## src/rtl/pcm_interp.sv

```systemverilog
// pcm_interp: linear-interpolating upsampler. Each accepted low-rate sample
// becomes the target of a ramp of N = 2^RATIO_LOG2 output cycles. The ramp
// start value is implicit: acc is reloaded with C*N at every wrap, so the
// previous target is always the exact starting point and no error builds up.
module pcm_interp #(
  parameter int WIDTH      = 16,
  parameter int RATIO_LOG2 = 6
) (
  input  logic             clk,
  input  logic             rst,
  input  logic [WIDTH-1:0] in_pcm,
  input  logic             in_valid,
  output logic             in_ready,
  output logic [WIDTH-1:0] pcm,
  output logic             underrun
);

  localparam int AW = WIDTH + RATIO_LOG2 + 1;  // accumulator width
  localparam int DW = WIDTH + 1;               // slope width

  localparam logic [RATIO_LOG2-1:0] PH_LAST = '1;
  localparam logic [RATIO_LOG2-1:0] PH_ONE  = 1;

  typedef enum logic {IDLE, RUN} state_t;

  state_t                  state, state_nx;
  logic                    buf_full;
  logic signed [WIDTH-1:0] buf_q;
  logic signed [WIDTH-1:0] c_q;
  logic signed [DW-1:0]    d_q;
  logic signed [AW-1:0]    acc;
  logic [RATIO_LOG2-1:0]   phase;

  logic                    wrap;
  logic                    accept;
  logic                    consume;
  logic signed [DW-1:0]    d_load;
  logic signed [AW-1:0]    d_ext;
  logic signed [AW-1:0]    c_scaled;

  // Handshake, wrap detection and the arithmetic feeding the datapath.
  always_comb begin
    in_ready = !buf_full && !rst;
    accept   = in_valid && in_ready;
    wrap     = (state == RUN) && (phase == PH_LAST);
    // The buffer drains at start-up and at every wrap; in_ready is low then,
    // so an input on the same edge never races the drain.
    consume  = buf_full && ((state == IDLE) || wrap);
    d_load   = {buf_q[WIDTH-1], buf_q} - {c_q[WIDTH-1], c_q};
    d_ext    = {{(AW-DW){d_q[DW-1]}}, d_q};
    c_scaled = {c_q[WIDTH-1], c_q, {RATIO_LOG2{1'b0}}};
  end

  // Next state: leave IDLE once the first sample is buffered; only reset returns.
  always_comb begin
    state_nx = state;
    if (state == IDLE && buf_full) state_nx = RUN;
  end

  // State register.
  always_ff @(posedge clk) begin
    if (rst) state <= IDLE;
    else     state <= state_nx;
  end

  // One-entry input buffer, ramp registers and underrun flag.
  always_ff @(posedge clk) begin
    if (rst) begin
      buf_full <= 1'b0;
      buf_q    <= '0;
      c_q      <= '0;
      d_q      <= '0;
      acc      <= '0;
      phase    <= '0;
      underrun <= 1'b0;
    end else begin
      underrun <= 1'b0;
      if (accept)       begin buf_full <= 1'b1; buf_q <= in_pcm; end
      else if (consume) buf_full <= 1'b0;

      case (state)
        IDLE: begin
          acc   <= '0;
          phase <= '0;
          // C is still zero here, so d_load is the first sample itself.
          if (buf_full) begin
            c_q <= buf_q;
            d_q <= d_load;
          end
        end
        RUN: begin
          if (wrap) begin
            acc   <= c_scaled;
            phase <= '0;
            if (buf_full) begin
              c_q <= buf_q;
              d_q <= d_load;
            end else begin
              d_q      <= '0;
              underrun <= 1'b1;
            end
          end else begin
            acc   <= acc + d_ext;
            phase <= phase + PH_ONE;
          end
        end
        default: ;
      endcase
    end
  end

  // Arithmetic shift floors toward -inf; the result always lies between the
  // ramp endpoints, so truncating to WIDTH is lossless.
  assign pcm = WIDTH'(acc >>> RATIO_LOG2);

endmodule

```

## config.mk

```make
export PLATFORM = sky130hd
export DESIGN_NAME = pcm_interp
export DESIGN_NICKNAME = d
export VERILOG_FILES = /design/src/rtl/pcm_interp.sv
export SDC_FILE = /design/constraint.sdc
export NUM_CORES = 1
export LEC_CHECK = 0
export CAP_MARGIN = 25
export CORE_MARGIN = 5
export CORE_UTILIZATION = 40
export CTS_CLUSTER_SIZE = 25
export DETAILED_ROUTE_END_ITERATION = 10
export PLACE_DENSITY = 0.65
export SYNTH_ARGS = -nofsm -noshare
export SYNTH_HDL_FRONTEND = slang
export SYNTH_SLANG_ARGS = --single-unit
```

## constraint.sdc

```tcl
create_clock -name clk -period 2.6 [get_ports clk]
set_input_delay 0.26 -clock clk [delete_from_list [all_inputs] [get_ports clk]]
set_output_delay 0.26 -clock clk [all_outputs]
set_load 0.05 [all_outputs]
```

## Word level (Yosys, flattened, before mapping)

Cells that the tools add are included.

| word-level totals | value |
|---|---|
| bits in registers | 81 |
| latch bits | 0 |
| memory bits (writable) | 0 |
| ROM bits | 0 |
| bits of input ports | 19 |
| output and inout bits | 18 |
| logic and storage cells | 41 |
| memories kept | 0 |

| operators by class | value |
|---|---|
| $add $sub $neg | 3 |
| multiply operators | 0 |
| div/mod/pow operators | 0 |
| $lt $le $gt $ge | 0 |
| equal/unequal tests | 3 |
| shift-type cells | 0 |
| multiplexer cells | 14 |
| bitwise operators | 2 |
| reductions and logical operators | 11 |

Operators with widths:

| cell | number |
|---|---|
| $mux W17 | 3 |
| $pmux W23 S2 | 1 |
| $pmux W17 S2 | 1 |
| $mux W16 | 2 |
| $pmux W16 S2 | 1 |
| $add A23 B17 Y23 | 1 |
| $mux W23 | 1 |
| $sub A16 B16 Y17 | 1 |
| $pmux W6 S2 | 1 |
| $add A6 B1 Y6 const B | 1 |
| $eq A6 B6 Y1 const B | 1 |
| $mux W6 | 1 |
| $logic_and A1 B1 Y1 | 5 |
| $mux W1 | 3 |
| $reduce_or A3 Y1 | 1 |
| $logic_not A1 Y1 | 2 |
| $ne A2 B1 Y1 const B | 1 |
| $ne A2 B2 Y1 const B | 1 |
| $not A1 Y1 | 2 |
| $reduce_and A2 Y1 | 1 |
| $reduce_bool A2 Y1 | 1 |
| $logic_or A1 B1 Y1 | 1 |

## Longest topological paths before layout

| logic depth | value |
|---|---|
| depth after elaboration | 6 |
| gate-level depth with buffers | 12 |
| gate-level depth less buffers | 12 |

## Least setup slack after synthesis

No wires, ideal clock.

| timing | value |
|---|---|
| path type | reg-to-reg |
| start point | register d_q[0] |
| end point | register acc[12] |
| setup time | 0.123 ns |
| arrival | 2.112 ns |
| data required time | 2.477 ns |
| setup slack | 0.365 ns |
| stages on the path, launching flop included | 12 |
| path buffers | 0 |
| clock period less this slack | 2.235 ns |
| cells stage by stage | dfxtp_1 > ha_1 > inv_1 > fa_1 > and2b_1 > o31a_2 > o21ai_1 > a21oi_1 > a31oi_1 > o21ai_0 > xnor2_1 > o21ai_0 |

| between the ends | value |
|---|---|
| word-level cells in the longest chain between the ends | 3 |

Ends and longest elaborated chain:

| element | RTL line | RTL |
|---|---|---|
| start: declaration | 30 | `logic signed [DW-1:0] d_q;` |
| start signal: assignment | 88 | `d_q <= d_load;` |
| start signal: assignment | 97 | `d_q <= d_load;` |
| $add A23 B17 Y23 | 103 | `acc <= acc + d_ext;` |
| $mux W23 | 92 | `if (wrap) begin` |
| $pmux W23 S2 | 81 | `case (state)` |
| end signal: assignment | 93 | `acc <= c_scaled;` |
| end signal: assignment | 103 |  |
| end: declaration | 31 | `logic signed [AW-1:0] acc;` |

No other way between the ends.
A chain may end at the register's enable or synchronous reset.

## Worst setup path after layout

| timing | value |
|---|---|
| start point | register buf_q[0] |
| end point | register d_q[14] |

| between the ends | value |
|---|---|
| word-level cells in the longest chain between the ends | 4 |
| elaborated cells between the ends (all ways) | 5 |
| those cells by class | add/sub: 1; mux: 4 |

Ends and longest elaborated chain:

| element | RTL line | RTL |
|---|---|---|
| start: declaration | 28 | `logic signed [WIDTH-1:0] buf_q;` |
| start signal: assignment | 70 | `buf_q <= '0;` |
| start signal: assignment | 78 | `if (accept) begin buf_full <= 1'b1; buf_q <= in_pcm; end` |
| $sub A16 B16 Y17 * | 49 | `d_load = {buf_q[WIDTH-1], buf_q} - {c_q[WIDTH-1], c_q};` |
| $mux W17 | 95 | `if (buf_full) begin` |
| $mux W17 | 92 |  |
| $pmux W17 S2 * | 81 |  |

Every way passes the cells marked *; elsewhere a longest branch is shown, timed or not. The select of a mux whose other input is x is not followed.

==> summary.md <==
| Metric | Value |
|---|---|
| Clock-pin slew on the worst setup and hold paths | `0.06 ns` |
| CTS tree | `built` |
| Multi-input gate area | `2635 µm²` |
| Gr usage total | `15.26%` |
| Fin crit period | `2.426 ns` |
| Post-synthesis average cell area | `8.176 µm²` |
| Final WL | `9.907 mm` |
| Share of synthesized registers carrying an async set or reset | `0%` |
| H-Tree Level Count | `3` |
| DR vias/cell | `5.117` |
| Max_slew headroom | `53.89%` |
| Critical Path Source Type | `flop` |
| First-pass GRT wire length | `16.71 mm` |
| Slowest cell delay on critical path | `0.34 ns` |
| Cell variety after synth | `50` |
| DRT iter0 DRCs | `221` |
| VDD IR max | `301.8 µV` |
| IO Pins | `37` |
| Final hold slack | `0.4484 ns` |
| Post-Synthesis Cell Area | `4529 µm²` |
| First-pass iteration count of the detailed router | `4` |
| Die area | `13550 µm²` |
| Final core utilization | `48.12%` |
| Hold buffers post-CTS | `0` |
| Leak Pwr | `0.002030 µW` |
| Number of global-route vias before repair | `3567` |
| Rows | `38` |
| Root Driver | `clkbuf_16` |
| Setup TNS | `0 ns` |
| Pwr dens | `603.9 nW/µm²` |
| Die height | `116.4 µm` |
| Crit path cell chain | `inv_2 -> ha_2 -> inv_1 -> fa_2 -> a21o_1 -> nand4_1 -> a31oi_2 -> o2111ai_1 -> nand2_1 -> a221oi_2 -> xnor2_1 -> a22o_1` |
| Core area | `10980 µm²` |
| Layout area overhead | `16.69%` |
| TritonCTS Sinks | `80` |
| Sequential cell area | `1602 µm²` |
| Clk_lat worst skew | `0.33 ns` |
| Mapped Cells | `554` |
| Post-synthesis sequential area ratio | `35.36%` |
| CTS resizes | `0` |
| Largest fanout on the critical path | `3` |
| Initial antenna violation count | `0` |
| Worst hold-check path type | `reg -> reg` |
| Status | `finished clean` |
| Cts bufs inserted | `9` |
| Final period util | `93.31%` |
| Synthesized flop and latch total | `80` |
| Drt drc | `0` |
| WL/cell | `13.74 µm` |
| Post-Syn Nets | `613` |
| Post-synth top flop | `dfxtp_1` |
| Final hold violation count | `0` |
| Final net count | `636` |
| Longest Clk Path Bufs | `2` |
| Initial Util | `41.24%` |
| Post-DRT Antenna Nets | `0` |
| RSZ-0062 raised after global routing | `false` |
| RePlAce Congestion | `0.8666` |
| Worst endpoint required time | `2.83 ns` |
| # fillers | `1048` |
| Arrival time worst endpoint | `2.65 ns` |
| Synth warn | `0` |
| Worst Clk Skew | `0.009816 ns` |
| Max Cap Viol | `0` |
| GRT Residual Overflow | `0` |
| Fmax | `412.2 MHz` |
| Port Buffers | `36` |
| Crit path capture type | `flop` |
| Layout cells sized above 1 | `7.401%` |
| Via Count | `3689` |
| EDFF count, synth | `0` |
| DP HPWL | `7.694 mm` |
| Number of antenna diodes | `0` |
| Die W | `116.4 µm` |
| Post-CTS Setup Bufs | `0` |
| Largest net degree at the start of global routing | `35` |
| Slowest-stage cell, CP | `fa_2` |
| CP Class | `reg -> reg` |
| Total power | `3192 µW` |
| Slew of the pin with the lowest slew margin | `0.6903 ns` |
| Final setup fails | `0` |
| Slew Limit Fails | `0` |
## critical path, delay by kind of cell (launching register included)
kind            cells  cell delay [ns]
fa+ha+maj           2             0.51
buf+inv             2             0.11
compound gates      5             1.05
xor+xnor            1             0.10
simple gates        2             0.23
flops               1             0.32
## synth_stat cells (all sizes together) (9+ instances only)
master / n / area, µm²
o21ai: 44 / 224.0
nand3: 10 / 50.05
a22o: 9 / 78.83
clkbuf: 17 / 65.06
ha: 38 / 475.5
nand2: 84 / 315.3
nand2b: 19 / 118.9
xnor2: 27 / 236.5
nor2: 42 / 160.2
dfxtp: 80 / 1602
inv: 27 / 101.4
a21o: 12 / 90.09
a21oi: 52 / 260.3
buf: 19 / 147.6
## cell families after synthesis
family,Yosys count,share of synthesized area [%]
muxes,1,0.3038
AOI/OAI and AO/OA,153,21.24
xor gates and xnor gates,33,6.381
and+or+nand+nor,184,18.40
DFF,80,35.36
adders and majority gates,40,11.38
buffers and inverters,63,6.934
## worst paths after layout
kind,from,end,slack [ns],depth (start not counted)
max,buf_q[0],d_q[14],0.17,12
min,phase[0],phase[0],0.45,1
max reg2reg,buf_q[0],d_q[14],0.17,12
min reg2reg,phase[0],phase[0],0.45,1
## layout by cell type, fill, tap and decap left out, types with 3 or more instances in the layout
cell             instances
o21a_1                   4
nor2_1                  41
o21ai_1                  3
a21o_1                  12
and3_1                   7
a211oi_1                 6
clkinvlp_4               3
ha_1                    37
nand4_1                  3
dfxtp_1                 80
a21oi_1                 51
o21ai_0                 40
nor2b_1                  6
nand3_1                 10
xor2_1                   6
nor3_1                   5
o21bai_1                 4
xnor2_1                 27
clkdlybuf4s50_1         35
a22o_1                   9
inv_1                   26
clkbuf_16                9
nand2b_1                19
a22oi_1                  5
nand2_1                 84
buf_4                   12
## area by class of cell
class,instances,area share [%]
Inverter,27,1.918
Sequential cell,80,30.30
Multi-Input combinational cell,411,49.86
Clock inverter,5,1.562
Clock buffer,10,4.332
Timing Repair Buffer,48,8.712
Tap cell,140,3.314
## registers in the layout, summed over array words and instances, names as in the netlist
name,flops
acc,22
buf_full,1
buf_q,16
c_q,16
d_q,17
phase,6
state,1
underrun,1
## report_power, final
group / switching (µW) / leakage [µW] / total, µW / internal, µW
clock: 488 / 0.000141 / 1320 / 836
combinational: 287 / 0.00124 / 540 / 252
sequential: 49.5 / 0.000650 / 1330 / 1280
## routing by layer
| metal | vias up | track usage (%) | part of all wire, % |
|---|---|---|---|
| met4 | 0 | 4.022 | 1.0 |
| li1 | 1945 | - | - |
| met5 | - | 0 | 0 |
| met1 | 1679 | 22.64 | 55 |
| met3 | 10 | 2.487 | 2.9 |
| met2 | 55 | 22.96 | 42 |
## per-stage QoR
step           cell area [µm²]  instances  setup slack (ns)
2_1_floorplan             4529        554            0.3651
3_3_place_gp              4952        706            0.2398
3_5_place_dp              4952        706            0.1975
4_1_cts                   5264        721            0.1806
5_1_grt                   5285        721          0.004294
6_report                  5285        721            0.1741
(Power assumes the default switching activity.)
